`src/rtl/fifo_uart_tx_pkg.sv`:
```
// Shared types and constants for the FIFO-fed UART transmitter.
package uart_tx_pkg;

  typedef enum logic [2:0] {
    IDLE,
    RD_REQ,
    RD_LATCH,
    START,
    DATA,
    PARITY,
    STOP
  } tx_state_t;

  localparam int DATA_BITS = 8;

  localparam logic START_LVL = 1'b0;
  localparam logic STOP_LVL  = 1'b1;
  localparam logic IDLE_LVL  = 1'b1;

  // A divider of 1 or 2 still needs a one-bit counter.
  function automatic int baud_cnt_width(input int div);
    return (div <= 2) ? 1 : $clog2(div);
  endfunction

endpackage

```
`src/rtl/fifo_uart_tx_if.sv`:
```
// FIFO read port plus serial-side status signals of the UART transmitter.
interface fifo_uart_tx_if;

  logic       tx_en;
  logic       empty;
  logic [7:0] q;
  logic       rdreq;
  logic       txd;
  logic       busy;
  logic       byte_done;

  modport master (
    input  tx_en, empty, q,
    output rdreq, txd, busy, byte_done
  );

  modport slave (
    output tx_en, empty, q,
    input  rdreq, txd, busy, byte_done
  );

endinterface

```
`src/rtl/fifo_uart_tx_baud_tick_gen.sv`:
```
// Bit-period counter: runs 0..BAUD_DIV-1, held at zero while clear is high.
module baud_tick_gen
  import uart_tx_pkg::*;
#(
  parameter int BAUD_DIV = 434
) (
  input  logic clk,
  input  logic reset,
  input  logic clear,
  output logic tick,
  output logic pre_tick
);

  localparam int W = baud_cnt_width(BAUD_DIV);
  localparam logic [W-1:0] LAST = W'(BAUD_DIV - 1);
  localparam logic [W-1:0] PRE  = W'(BAUD_DIV - 2);

  logic [W-1:0] count;

  always_ff @(posedge clk) begin
    if (reset || clear || tick) begin
      count <= '0;
    end else begin
      count <= count + W'(1);
    end
  end

  // pre_tick lets the consumer register a pulse that lands on the tick cycle.
  assign tick     = (count == LAST);
  assign pre_tick = (count == PRE);

endmodule

```
`src/rtl/fifo_uart_tx.sv`:
```
// Drains a non-show-ahead FIFO and sends each byte as UART 8N1, LSB first.
// Define UART_PARITY_EN to insert an even-parity bit (8E1 framing).
module fifo_uart_tx
  import uart_tx_pkg::*;
#(
  parameter int CLK_FREQ = 50_000_000,
  parameter int BAUD     = 115200,
  parameter int BAUD_DIV = CLK_FREQ / BAUD
) (
  input logic            clk,
  input logic            reset,
  fifo_uart_tx_if.master bus
);

  tx_state_t  state;
  logic [7:0] shift;
  logic [2:0] bit_idx;
  logic       baud_clear;
  logic       tick;
  logic       pre_tick;
`ifdef UART_PARITY_EN
  logic       parity_bit;
`endif

  // The counter only runs while a bit is on the line, so every bit starts at zero.
  assign baud_clear = (state == IDLE) || (state == RD_REQ) || (state == RD_LATCH);

  baud_tick_gen #(
    .BAUD_DIV(BAUD_DIV)
  ) u_baud (
    .clk     (clk),
    .reset   (reset),
    .clear   (baud_clear),
    .tick    (tick),
    .pre_tick(pre_tick)
  );

  always_ff @(posedge clk) begin
    if (reset) begin
      state         <= IDLE;
      shift         <= '0;
      bit_idx       <= '0;
      bus.rdreq     <= 1'b0;
      bus.txd       <= IDLE_LVL;
      bus.busy      <= 1'b0;
      bus.byte_done <= 1'b0;
`ifdef UART_PARITY_EN
      parity_bit    <= 1'b0;
`endif
    end else begin
      bus.rdreq     <= 1'b0;
      bus.byte_done <= 1'b0;
      case (state)
        IDLE: begin
          bus.txd  <= IDLE_LVL;
          bus.busy <= 1'b0;
          if (bus.tx_en && !bus.empty) begin
            state     <= RD_REQ;
            bus.rdreq <= 1'b1;
            bus.busy  <= 1'b1;
          end
        end
        RD_REQ: begin
          state <= RD_LATCH;
        end
        RD_LATCH: begin
          shift   <= bus.q;
          bit_idx <= '0;
`ifdef UART_PARITY_EN
          parity_bit <= ^bus.q;
`endif
          state   <= START;
          bus.txd <= START_LVL;
        end
        START: begin
          if (tick) begin
            state   <= DATA;
            bus.txd <= shift[0];
          end
        end
        DATA: begin
          if (tick) begin
            if (bit_idx == 3'(DATA_BITS - 1)) begin
`ifdef UART_PARITY_EN
              state   <= PARITY;
              bus.txd <= parity_bit;
`else
              state   <= STOP;
              bus.txd <= STOP_LVL;
`endif
            end else begin
              bit_idx <= bit_idx + 3'd1;
              shift   <= shift >> 1;
              bus.txd <= shift[1];
            end
          end
        end
`ifdef UART_PARITY_EN
        PARITY: begin
          if (tick) begin
            state   <= STOP;
            bus.txd <= STOP_LVL;
          end
        end
`endif
        STOP: begin
          if (pre_tick) begin
            bus.byte_done <= 1'b1;
          end
          if (tick) begin
            state    <= IDLE;
            bus.busy <= 1'b0;
          end
        end
        default: begin
          state   <= IDLE;
          bus.txd <= IDLE_LVL;
        end
      endcase
    end
  end

endmodule

```
`src/flat_wrapper.sv`:
```
// flat-port wrapper written by rule: the top's interface ports become plain ports
module fifo_uart_tx_flat import uart_tx_pkg::*;
#(
  parameter int CLK_FREQ = 50_000_000,
  parameter int BAUD     = 115200,
  parameter int BAUD_DIV = CLK_FREQ / BAUD
)
  (clk, reset, bus_tx_en, bus_empty, bus_q, bus_rdreq, bus_txd, bus_busy, bus_byte_done);
  fifo_uart_tx_if bus_i ();
  input logic clk;
  input logic reset;
  input wire logic [$bits(bus_i.tx_en)-1:0] bus_tx_en;
  input wire logic [$bits(bus_i.empty)-1:0] bus_empty;
  input wire logic [$bits(bus_i.q)-1:0] bus_q;
  output wire logic [$bits(bus_i.rdreq)-1:0] bus_rdreq;
  output wire logic [$bits(bus_i.txd)-1:0] bus_txd;
  output wire logic [$bits(bus_i.busy)-1:0] bus_busy;
  output wire logic [$bits(bus_i.byte_done)-1:0] bus_byte_done;
  assign bus_i.tx_en = bus_tx_en;
  assign bus_i.empty = bus_empty;
  assign bus_i.q = bus_q;
  assign bus_rdreq = bus_i.rdreq;
  assign bus_txd = bus_i.txd;
  assign bus_busy = bus_i.busy;
  assign bus_byte_done = bus_i.byte_done;
  fifo_uart_tx #(.CLK_FREQ(CLK_FREQ), .BAUD(BAUD), .BAUD_DIV(BAUD_DIV)) u_core (.clk(clk), .reset(reset), .bus(bus_i));
endmodule
```
`config.mk`:
```
export PLATFORM = sky130hd
export DESIGN_NAME = fifo_uart_tx_flat
export DESIGN_NICKNAME = d
export VERILOG_FILES = /design/src/rtl/fifo_uart_tx_pkg.sv /design/src/rtl/fifo_uart_tx_if.sv /design/src/rtl/fifo_uart_tx_baud_tick_gen.sv /design/src/rtl/fifo_uart_tx.sv /design/src/flat_wrapper.sv
export SDC_FILE = /design/constraint.sdc
export NUM_CORES = 1
export LEC_CHECK = 0
export ABC_CLOCK_PERIOD_IN_PS = 2300
export CAP_MARGIN = 10
export CORE_MARGIN = 8
export CORE_UTILIZATION = 40
export CTS_CLUSTER_DIAMETER = 40
export DETAILED_ROUTE_END_ITERATION = 16
export GPL_ROUTABILITY_DRIVEN = 0
export PLACE_DENSITY = 0.58
export SETUP_SLACK_MARGIN = 0.2
export SLEW_MARGIN = 20
export SYNTH_ARGS = -nofsm -noshare
export SYNTH_HDL_FRONTEND = slang
export SYNTH_HIERARCHICAL = 1
export SYNTH_SLANG_ARGS = --single-unit
```
`constraint.sdc`:
```
create_clock -name clk -period 2.3 [get_ports clk]
set_input_delay 0.46 -clock clk [delete_from_list [all_inputs] [get_ports clk]]
set_output_delay 0.46 -clock clk [all_outputs]
set_load 0.01 [all_outputs]
```
==> summary.md <==
| Metric | Value |
|---|---|
| H-Tree Level Count | 1 |
| HPWL after DPL | 2090 um |
| Post-route cell area | between 1500 and 2000 um2 |
| Final Critical Period | 1.97 ns |
| CP Capture Type | flip-flop |
| Number of antenna repair diodes | 0 |
| RSZ-0062 raised after global routing | no |
| Max FO, Critical Path | 7 |
| Tightest Hold Check Type | reg2reg |
| Register area share after synthesis | 37.3% |
| Unique masters post-synth | 43 |
| Filler Cell Count | 357 |
| CP Cell Sequence | or4b_4, nor3_4, nand4bb_1, a21oi_4, a21oi_1 |
| Total negative setup slack | 0 ns |
| Syn Nets | roughly 180 |
| Slowest CP cell | or4b_4 |
| CTS tree | yes |
| Worst setup margin | 0.333 ns |
| Residual DRC | 0 |
| CP Launch Type | flip-flop |
| FF-to-FF End | u_core/shift[0] |
| Die W | 76.2 um |
| Placeable Area | 3580 um2 |
| Crit path largest cell delay | 0.59 ns |
| Commonest cells post-synth | dfxtp_1, a21oi_1, nand2_1, mux2i_1, nand2b_1 |
| Max frequency | 509 MHz |
| Syn Std Cell Area | ~1400 um2 |
| Hold Path Sink | u_core/bit_idx[2] |
| Yosys top cell area share | 37.3% |
| Slew of the pin with the lowest slew margin | 0.852 ns |
| Async SR Flop Fraction | 0% |
| Setup slack, reg-to-reg | 0.33 ns |
| Status | completed |
| Clock Skew | 0.00206 ns |
| Worst setup path category | reg2reg |
| Rel. slew slack | 43.1% |
| Max Slew Vio Count | 0 |
| Largest net degree at the start of global routing | 26 |
| Antenna violations before repair | 0 |
| Biggest area consumer among synthesized cells | dfxtp_1 |
| Most instantiated library cell after synthesis | dfxtp_1 |
| Port Buf Inserts | 15 |
| Yosys reg bits | 27 |
| Pre-Repair DR Iteration Count | 4 |
| Worst Path Required | 2.51 ns |
| EDFF count, synth | 0 |
| Final ANT Viol Nets | 0 |
| Hold buffers post-CTS | 0 |
| DR vias | 1190 |
| Fin crit share | between 80% and 90% |
| Starting Density | 40.5% |
| Hold Startpoint | u_core/bit_idx[2] |
| Initial drt markers | 56 |
| Hold depth | 2 |
| Bufs and invs on worst path | 0 |
| Mapped Avg Cell Area | 9.00 um2 |
| Fin. Hold Viols | 0 |
| Max Cap Viol | 0 |
| First-pass GRT wire length | slightly above 5000 um |
| Worst Path Arrival | approximately 2.2 ns |
| R2r startpoint | u_core/u_baud/count[6] |
| Number of buffers created by CTS | 3 |
| I/O pin cnt | 16 |
| Area growth from synthesis to layout | 16.1% |
| Nets | between 150 and 200 |
| Placed inst area | 1630 um2 |
| DRT Wirelength | 2890 um |
| Synth top area cells | dfxtp_1, mux2i_1, a21oi_1 |
| Cell Pwr Density | 481 nW/um2 |
| Deepest clock path buffer count | 2 |
| Number of global-route vias before repair | 1176 |
| Layout cells sized above 1 | 10.9% |
| P_leak | 0.580 nW |
| CP delay by family, top | simple AND/OR/NAND/NOR gates |
| Post-synth top flop | dfxtp_1 |
| Final setup viols | 0 |
| Via/cell ratio | 5.34 |
| Cell row count | 22 |
| Worst skew pair latency | 0.31 ns |
| Die Y | 76.2 um |
| Die Footprint | 5800 um2 |
| Total GRT Usage | approximately a tenth |
| Num Clock Sinks | 27 |
| Peak VDD IR | 220 uV |
| Total of warnings raised by yosys | 6 |
| Syn Inst Count | approximately 160 |
| Setup WS pre-CTS | 0.188 ns |
| Clk slew on worst S/H paths | 0.14 ns |
| Worst reg2reg path depth | 5 |
| Root buf cell | clkbuf_4 |
| Total gr overflow | 0 |
| DR WL/cell | 13.0 um |
state kept, by name, indices dropped and copies added (netlist names):
signal,cells
u_core/u_baud/count,9
u_core/shift,8
u_core/bit_idx,3
u_core/state,3
u_core/bus.busy,1
u_core/bus.byte_done,1
u_core/bus.rdreq,1
u_core/bus.txd,1
worst register-to-register path, cell delays in order, from the launching register on:
cell,delay (ns)
dfxtp_1,0.36
or4b_4,0.59
nor3_4,0.23
nand4bb_1,0.24
a21oi_4,0.32
a21oi_1,0.11
layout make-up:
| class | count | area (um2) | share of cell area [%] |
|---|---|---|---|
| Inverter | 4 | 15.0 | 0.893 |
| Sequential cell | 27 | 541 | 32.1 |
| Tap cell | 48 | 60.1 | 3.57 |
| Multi-Input combinational cell | 120 | 852 | 50.7 |
| Clock buffer | 4 | 26.3 | 1.56 |
| Timing Repair Buffer | 20 | 188 | 11.2 |
how the worst max path moves through the flow:
stage	from	cells past startpoint	to	slack [ns]
3_3_place_gp	u_core/u_baud/count[6]	5	u_core/shift[6]	0.24
5_1_grt	u_core/u_baud/count[3]	5	u_core/shift[3]	0.22
2_1_floorplan	u_core/u_baud/count[6]	6	u_core/bus.txd	0.35
3_5_place_dp	u_core/u_baud/count[3]	5	u_core/shift[6]	0.19
6_report	u_core/u_baud/count[6]	5	u_core/shift[0]	0.33
4_1_cts	u_core/u_baud/count[6]	6	u_core/bus.txd	0.20
metrics by stage:
| stage | util (%) | power [mW] | instances | hold WS, ns |
|---|---|---|---|---|
| floorplan | - | 0.582 | 161 | 0.442 |
| global placement | 45.5 | 0.615 | 218 | 0.450 |
| detailed placement | 45.5 | 0.618 | 218 | 0.466 |
| CTS | 46.5 | 0.826 | 222 | 0.485 |
| global route | 47.0 | 0.855 | 223 | 0.527 |
| finish | 47.0 | 0.809 | 223 | 0.482 |
layout by cell type, fill, tap and decap left out, types with 2 or more instances in the layout:
| cell | instances |
|---|---|
| dfxtp_1 | 27 |
| clkdlybuf4s50_1 | 15 |
| nor2b_1 | 2 |
| mux2i_1 | 10 |
| buf_4 | 5 |
| o311ai_0 | 7 |
| ha_1 | 5 |
| or3_1 | 3 |
| nor3_1 | 2 |
| nand3_1 | 6 |
| xor2_1 | 2 |
| a21oi_1 | 19 |
| nand2b_1 | 10 |
| nand2_1 | 11 |
| or2_2 | 2 |
| inv_1 | 4 |
| nand3b_1 | 2 |
| nor2_1 | 9 |
| o21ai_0 | 6 |
| clkbuf_4 | 3 |
| nand4_1 | 2 |
power breakdown:
part	total [mW]	switching, mW	internal [mW]	leakage, nW
clock network	0.200	0.132	0.0677	0.0150
logic	0.0996	0.0396	0.0600	0.346
registers	0.510	0.0249	0.485	0.219
per-layer routing:
layer	share of wire [%]	track usage (%)
met1	47	12.1
met2	48	17.4
met3	4.0	1.77
met4	0.93	4.23
met5	0	0
cells by family (layout without fill, tap and decap cells):
family / Yosys count / after routing / share of synthesized area [%]
buf+inv: 14 / 28 / 5.18
simple gates: 61 / 61 / 25.5
fa+ha+maj: 5 / 5 / 4.32
flops: 27 / 27 / 37.3
mux: 10 / 10 / 6.91
xor+xnor: 3 / 3 / 1.81
compound gates: 41 / 41 / 19.0
repair_timing:
| action | 4_1_cts | 5_1_grt |
|---|---|---|
| setup endpoints to repair | 4 | 15 |
| gates cloned | 0 | 0 |
| buffers inserted | 0 | 1 |
| gates resized for setup | 1 | 3 |
| pin swaps | 0 | 1 |
(Power assumes the default switching activity.)
